`config.mk`:
```
export PLATFORM = sky130hd
export DESIGN_NAME = fifo_write_arbiter
export DESIGN_NICKNAME = d
export VERILOG_FILES = /design/src/rtl/fifo_write_arbiter.sv
export SDC_FILE = /design/constraint.sdc
export NUM_CORES = 1
export LEC_CHECK = 0
export CAP_MARGIN = 0
export CORE_UTILIZATION = 38
export CTS_BUF_LIST = sky130_fd_sc_hd__clkbuf_16
export CTS_CLUSTER_SIZE = 25
export DETAILED_ROUTE_END_ITERATION = 10
export PLACE_DENSITY = 0.93
export RECOVER_POWER = 50
export SLEW_MARGIN = 20
export SYNTH_ARGS = -nofsm -noshare
export SYNTH_HDL_FRONTEND = slang
export SYNTH_SLANG_ARGS = --single-unit
```
`constraint.sdc`:
```
create_clock -name i_clk -period 2.6 [get_ports i_clk]
set_input_delay 0.52 -clock i_clk [delete_from_list [all_inputs] [get_ports i_clk]]
set_output_delay 0.52 -clock i_clk [all_outputs]
set_load 0.02 [all_outputs]
```
`src/rtl/fifo_write_arbiter.sv`:
```
// Round-robin arbiter that lets one requester at a time write bursts of up to
// G_BURST beats into a downstream FIFO, with one idle bubble between grants.
module fifo_write_arbiter #(
  parameter int unsigned G_WIDTH = 8,
  parameter int unsigned G_NREQ  = 4,
  parameter int unsigned G_BURST = 4
) (
  input  logic                        i_clk,
  input  logic                        i_rst_n,
  input  logic [G_NREQ-1:0]           i_req_valid,
  input  logic [G_NREQ*G_WIDTH-1:0]   i_req_data,
  output logic [G_NREQ-1:0]           o_req_ready,
  input  logic                        i_fifo_full,
  output logic                        o_fifo_wr,
  output logic [G_WIDTH-1:0]          o_fifo_data,
  output logic [G_NREQ-1:0]           o_grant,
  output logic                        o_busy
);

  localparam int unsigned IDX_W = (G_NREQ > 1) ? $clog2(G_NREQ) : 1;
  localparam int unsigned CNT_W = $clog2(G_BURST + 1);

  typedef enum logic {ST_IDLE, ST_GRANT} state_t;

  state_t             state, state_nxt;
  logic [G_NREQ-1:0]  grant, grant_nxt;
  logic [IDX_W-1:0]   gidx, gidx_nxt;
  logic [IDX_W-1:0]   last, last_nxt;
  logic [CNT_W-1:0]   beat_cnt, beat_nxt;
  logic               pick_found;
  logic [IDX_W-1:0]   pick_idx;
  logic [IDX_W-1:0]   cand;

  // Round-robin search starting one past the previous grantee
  always_comb begin
    pick_found = 1'b0;
    pick_idx   = last;
    cand       = '0;
    for (int unsigned i = 1; i <= G_NREQ; i++) begin
      cand = IDX_W'((32'(last) + i) % G_NREQ);
      if (!pick_found && i_req_valid[cand]) begin
        pick_found = 1'b1;
        pick_idx   = cand;
      end
    end
  end

  always_ff @(posedge i_clk or negedge i_rst_n) begin
    if (!i_rst_n) begin
      state    <= ST_IDLE;
      grant    <= '0;
      gidx     <= '0;
      last     <= IDX_W'(G_NREQ - 1);
      beat_cnt <= '0;
    end else begin
      state    <= state_nxt;
      grant    <= grant_nxt;
      gidx     <= gidx_nxt;
      last     <= last_nxt;
      beat_cnt <= beat_nxt;
    end
  end

  // Next state plus the combinational handshake toward requesters and FIFO
  always_comb begin
    state_nxt   = state;
    grant_nxt   = grant;
    gidx_nxt    = gidx;
    last_nxt    = last;
    beat_nxt    = beat_cnt;
    o_req_ready = '0;
    o_fifo_wr   = 1'b0;
    o_fifo_data = '0;

    case (state)
      ST_IDLE: begin
        if (pick_found) begin
          state_nxt = ST_GRANT;
          grant_nxt = G_NREQ'(1) << pick_idx;
          gidx_nxt  = pick_idx;
          beat_nxt  = '0;
        end
      end
      ST_GRANT: begin
        o_req_ready = i_fifo_full ? '0 : grant;
        o_fifo_wr   = i_req_valid[gidx] && !i_fifo_full;
        o_fifo_data = i_req_data[32'(gidx)*G_WIDTH +: G_WIDTH];
        if (!i_req_valid[gidx]) begin
          state_nxt = ST_IDLE;
          grant_nxt = '0;
          last_nxt  = gidx;
        end else if (!i_fifo_full) begin
          beat_nxt = beat_cnt + CNT_W'(1);
          if (beat_cnt == CNT_W'(G_BURST - 1)) begin
            state_nxt = ST_IDLE;
            grant_nxt = '0;
            last_nxt  = gidx;
          end
        end
      end
      default: begin
        state_nxt = ST_IDLE;
        grant_nxt = '0;
      end
    endcase
  end

  assign o_grant = grant;
  assign o_busy  = (state == ST_GRANT);

endmodule

```
Word-level counts from Yosys, hierarchy flattened
Index checks and enable logic that the tools add are counted.
- bits in registers: 12
- latch bits: 0
- ROM bits: 0
- memories: 0
- RAM bits: 0
- logic and storage cells: 77
- equality and inequality tests: 8
- div/mod/pow operators: 0
- mux-type cells: 39
- bitwise logic cells: 1
- magnitude comparators: 5
- shift operators: 2
- multipliers: 0
- add/sub/neg operators: 5
- reduce and logical (&&, ||, !) cells: 12
- operators with widths (kind ; number):
    32-bit by 6-bit indexed part select with 8-bit output ; 1
    4-bit two-way mux ; 6
    2-bit by 3-bit less-than comparator with 1-bit output, second input constant ; 5
    1-bit two-way mux ; 14
    2-bit two-way mux ; 7
    1-bit binary-select mux with 2-bit select ; 5
    3-bit two-way mux ; 3
    3-bit AND reduction ; 3
    8-bit two-way mux ; 1
    4-bit case mux with 2 select lines ; 1
    2-bit inequality test, second input constant ; 3
    3-bit case mux with 2 select lines ; 1
    2-bit by 1-bit adder with 2-bit output, second input constant ; 2
    2-bit adder, second input constant ; 2
    1-bit logical AND ; 4
    1-bit logical NOT ; 4
    2-bit by 1-bit inequality test with 1-bit output, second input constant ; 2
    1-bit by 2-bit left shift with 4-bit output, first input constant ; 1
    3-bit by 1-bit adder with 3-bit output, second input constant ; 1
    3-bit by 2-bit == test with 1-bit output, second input constant ; 1
    3-bit by 2-bit inequality test with 1-bit output, second input constant ; 1
    3-bit inequality test, second input constant ; 1
    1-bit case mux with 2 select lines ; 1
    2-bit AND reduction ; 1
    1-bit NOT ; 1

Depth between registers and ports, before layout
- depth after elaboration: 16
- depth in mapped cells: 6
- gate-level depth less buffers: 6

Least setup slack after synthesis
No wires, ideal clock.
- path kind: register to output
- start: register gidx[0]
- end: output o_fifo_data[0]
- path buffers: 1
- arrival: 1.347 ns
- slack: 0.733 ns
- required time: 2.080 ns
- cell stages (with the launch flop): 4
- cell sequence: dfrtp_1 buf_2 mux4_2 and2_1
- word-level cells in the longest chain between the ends: 2
- ends and longest elaborated chain (what ; RTL line ; RTL):
    start, declared ; 27 ; logic [IDX_W-1:0] gidx, gidx_nxt;
    start signal, assigned ; 58 ; gidx <= gidx_nxt;
    32-bit by 6-bit indexed part select with 8-bit output ; 87 ; o_fifo_data = i_req_data[32'(gidx)*G_WIDTH +: G_WIDTH];
    8-bit two-way mux ; 75 ; case (state)
    end, declared ; 15 ; output logic [G_WIDTH-1:0] o_fifo_data,
Every way passes these cells.

Worst setup path in the final report
- start: input i_fifo_full
- end: output o_req_ready[3]
- word-level cells in the longest chain between the ends: 2
- ends and longest elaborated chain (what ; RTL line ; RTL):
    start, declared ; 13 ; input logic i_fifo_full,
    4-bit two-way mux ; 85 ; o_req_ready = i_fifo_full ? '0 : grant;
    4-bit two-way mux ; 75 ;
    end, declared ; 12 ; output logic [G_NREQ-1:0] o_req_ready,
Every way passes these cells.

==> impl_metrics.tcl <==
set metrics [dict create \
    num_antenna_cells 0 \
    fin_tns_setup_ns 0 \
    synth_top_area_share_pct 28.4 \
    drc 0 \
    grt_pass1_vias 987 \
    clock-sinks 12 \
    timing.slew.headroom_pct 63.5 \
    netlist_top_cells_area "dfrtp_1 (28%), mux4_2 (23%), and2_1 (8.5%)" \
    yosys.cell_count.top_type "and2_1" \
    yosys.area_share.simple_pct 18.5 \
    placeableCoreArea_mm2 0.00219 \
    cts_buffer_depth 2 \
    via_per_inst 5.46 \
    floorplan.die.height_um 50.1 \
    cpLargestDelayFamily "buffers and inverters" \
    finalSetupViolations 0 \
    p_comb_share_pct 59.3 \
    synth_flop_cell "dfrtp_1" \
    post-cts-setup-buffer-count 0 \
    seq_area_um2 303 \
    worst_pin_slew_ns 0.545 \
    gp_routability_congestion 0.807 \
    synth_cells 79 \
    multi_input_area_um2 557 \
    top_ports 57 \
    series_of_cell_instances_along_the_critical_path "clkdlybuf4s50_1, nor2b_2, and2_1, clkdlybuf4s50_1" \
    synth_fa_ha_area_share_pct 2.84 \
    worst_hold_path_type "register to register" \
    power-per-cell-area_mw_per_mm2 1030 \
    syn_area_um2 881 \
    cts_hold_repair_buffers 0 \
    maxCapViolations 0 \
    leakage_nw 0.751 \
    root_buffer "clkbuf_16" \
    cpMostUsedCell "clkdlybuf4s50_1" \
    route.antenna.remaining_nets 0 \
    final.min_clock_period_ns 2.47 \
    ys_async_sr_fraction_pct 100 \
    timing.setup.critical_path_class "input pin to output port" \
    post_cts_clock_slew_at_the_launch_and_capture_registers_of_the_worst_setup_and_hold_paths_ns 0.04 \
    floorplan.initialDensity_pct 40.2 \
    crit_arrival_ns 1.95 \
    cts_htree_levels 1 \
    grt_max_degree 15 \
    worst_clock_skew_ns 0.00259 \
    share_seq_of_total_power_pct 23.8 \
    period_share_pct 94.8 \
    achievable-frequency_mhz 406 \
    clkLatencyLatePin_ns 0.24 \
    cp.buffers_inverters 2 \
    synth.yosys.warnings 0 \
    pwr-share-clk_pct 16.9 \
    timing.final.max_slew_violations 0 \
    filler_cell_count 148 \
    hpwl_um 2350 \
    row_count 17 \
    first_iter_violations 24 \
    crit_path_start_kind "input pin" \
    routed-via-count 934 \
    tritoncts.num_buffers 3 \
    synth_area_per_cell_um2 11.1 \
    report.final.hold_viol_count 0 \
    yosys.area_share.xor_xnor_pct 0 \
    intPower_mw 1.03 \
    track_usage_pct 24.9 \
    run_status "complete, no violations" \
    rsz_0062_raised_after_global_routing "no" \
    synth-seq-area-share_pct 34.4 \
    vdd_drop_max_mv 0.684 \
    fin_nets 185 \
    synth.ff_latch_count 12 \
    yosys.area.top_type "dfrtp_1" \
    synthMuxAreaShare_pct 25.6 \
    grt_first_pass_wirelength_um 4580 \
    die_x_um 50.1 \
    wl_per_cell_um 17.1 \
    area.growth.synth_to_final_pct 83.2 \
    cts_tree "built" \
    worst_setup_path_end_kind "output port" \
    synthTopCellsByCount "and2_1 (12), dfrtp_1 (10), mux4_2 (9), nand3_1 (5), o21ai_0 (5)" \
    synth_enable_flop_cells 0 \
    firstDrtPassIters 4 \
    p_switching_uw 638 \
    grt_antenna_before_repair 0 \
    main_combinational_cell_family_by_area_after_synthesis "multiplexers" \
    drive_above_1_share_pct 17.5 \
    power_switching_share_pct 38.2 \
    overflow 0 \
    post_synthesis_net_count 120 \
    post_synth_num_cell_types 26 \
    critical_path.slowest_cell "clkdlybuf4s50_1" \
    floorplan.die_area_mm2 0.00251 \
    slowest_cell_delay_on_critical_path_ns 0.60 \
    utilization_pct 73.7 \
    finalPower_mw 1.67 \
    synth_compound_area_share_pct 16.1 \
    routed_wl_um 2920 \
    critPathMaxFanout 6 \
    io_buffers 56 \
    worst_ep_required_time_ns 2.08 \
]
-- area by class of cell --
class / count / area share [%]
clock buffers: 3 / 4.65
clock inverters: 1 / 0.233
inverters: 3 / 0.698
multi-input cells: 61 / 34.5
flip-flops and latches: 12 / 18.8
well taps: 28 / 2.17
repair buffers: 63 / 39.0
-- placed cells by master, fill, tap and decap left out, types with 2 or more instances in the layout --
cell type        instances
a32o_1                   2
clkbuf_16                3
a22o_1                   2
dlygate4sd3_1            5
dfrtp_1                 10
dlymetal6s2s_1           5
nand2b_1                 4
buf_4                    5
dlygate4sd2_1            4
mux4_2                   9
o21ai_0                  5
mux2_2                   2
nor2_1                   2
a21oi_1                  2
ha_1                     2
dfstp_2                  2
nand3_1                  5
and2_1                  12
a21o_1                   2
inv_1                    3
nand2_1                  4
clkdlybuf4s50_1         42
-- power by group through the flow --
| stage | Clock, mW | Combinational, mW | Sequential (mW) |
|---|---|---|---|
| after CTS | 0.287 | 1.01 | 0.399 |
| after global placement | 0 | 1.00 | 0.387 |
| final | 0.282 | 0.991 | 0.398 |
| after global routing | 0.301 | 1.05 | 0.409 |
| after floorplan | 0 | 0.607 | 0.373 |
| after detailed placement | 0 | 1.03 | 0.403 |
-- cell families after synthesis --
logic type / Yosys count
buffers and inverters: 6
flip-flops: 12
adder cells (fa/ha/maj): 2
multiplexers: 11
AO/OA/AOI/OAI: 19
AND/OR/NAND/NOR: 29
-- state kept, by name, summed over array words and instances, names as in the netlist --
name and count:
o_busy 1, last 2, gidx 2, o_grant 4, beat_cnt 3
-- metrics by stage --
step	std cells	area, um2	hold slack, ns	setup slack (ns)
after floorplan	79	881	0.224	0.733
after global placement	167	1530	0.480	-0.0295
after detailed placement	167	1530	0.524	-0.0636
after CTS	171	1600	0.530	0.000830
after global routing	171	1610	0.530	0.0468
final	171	1610	0.516	0.135
-- layer usage --
| layer | part of all wire (%) | global-route usage (%) | wire length [um] | vias up |
|---|---|---|---|---|
| met1 | 36 | 25.8 | 1040 | 449 |
| met3 | 9.5 | 8.18 | 278 | 5 |
| met2 | 53 | 45.6 | 1560 | 51 |
| met5 | 0 | 0 | 0 | - |
| met4 | 1.5 | 10.0 | 45 | 0 |
| li1 | - | - | - | 429 |
-- path summary, 6_finish.rpt --
path | slack, ns | cells past startpoint | from | end
setup reg to reg | 0.59 | 6 | gidx[0]$_DFFE_PN0P_ | o_grant[0]$_DFFE_PN0P_
setup / recovery | 0.13 | 4 | i_fifo_full | o_req_ready[3]
hold reg to reg | 0.52 | 1 | o_grant[0]$_DFFE_PN0P_ | o_grant[0]$_DFFE_PN0P_
hold / removal | 0.52 | 1 | o_grant[0]$_DFFE_PN0P_ | o_grant[0]$_DFFE_PN0P_
max in group asynchronous | 1.53 | 1 | i_rst_n | last[1]$_DFFE_PN1P_
min in group asynchronous | 0.71 | 1 | i_rst_n | o_busy$_DFF_PN0_
-- repair_timing --
action                                  4_1_cts  5_1_grt
endpoints found under the setup margin        4        9
resized for setup                             4        6
pin swaps                                     0        0
cloned                                        0        0
No activity file was read; power rests on OpenSTA's default activity.
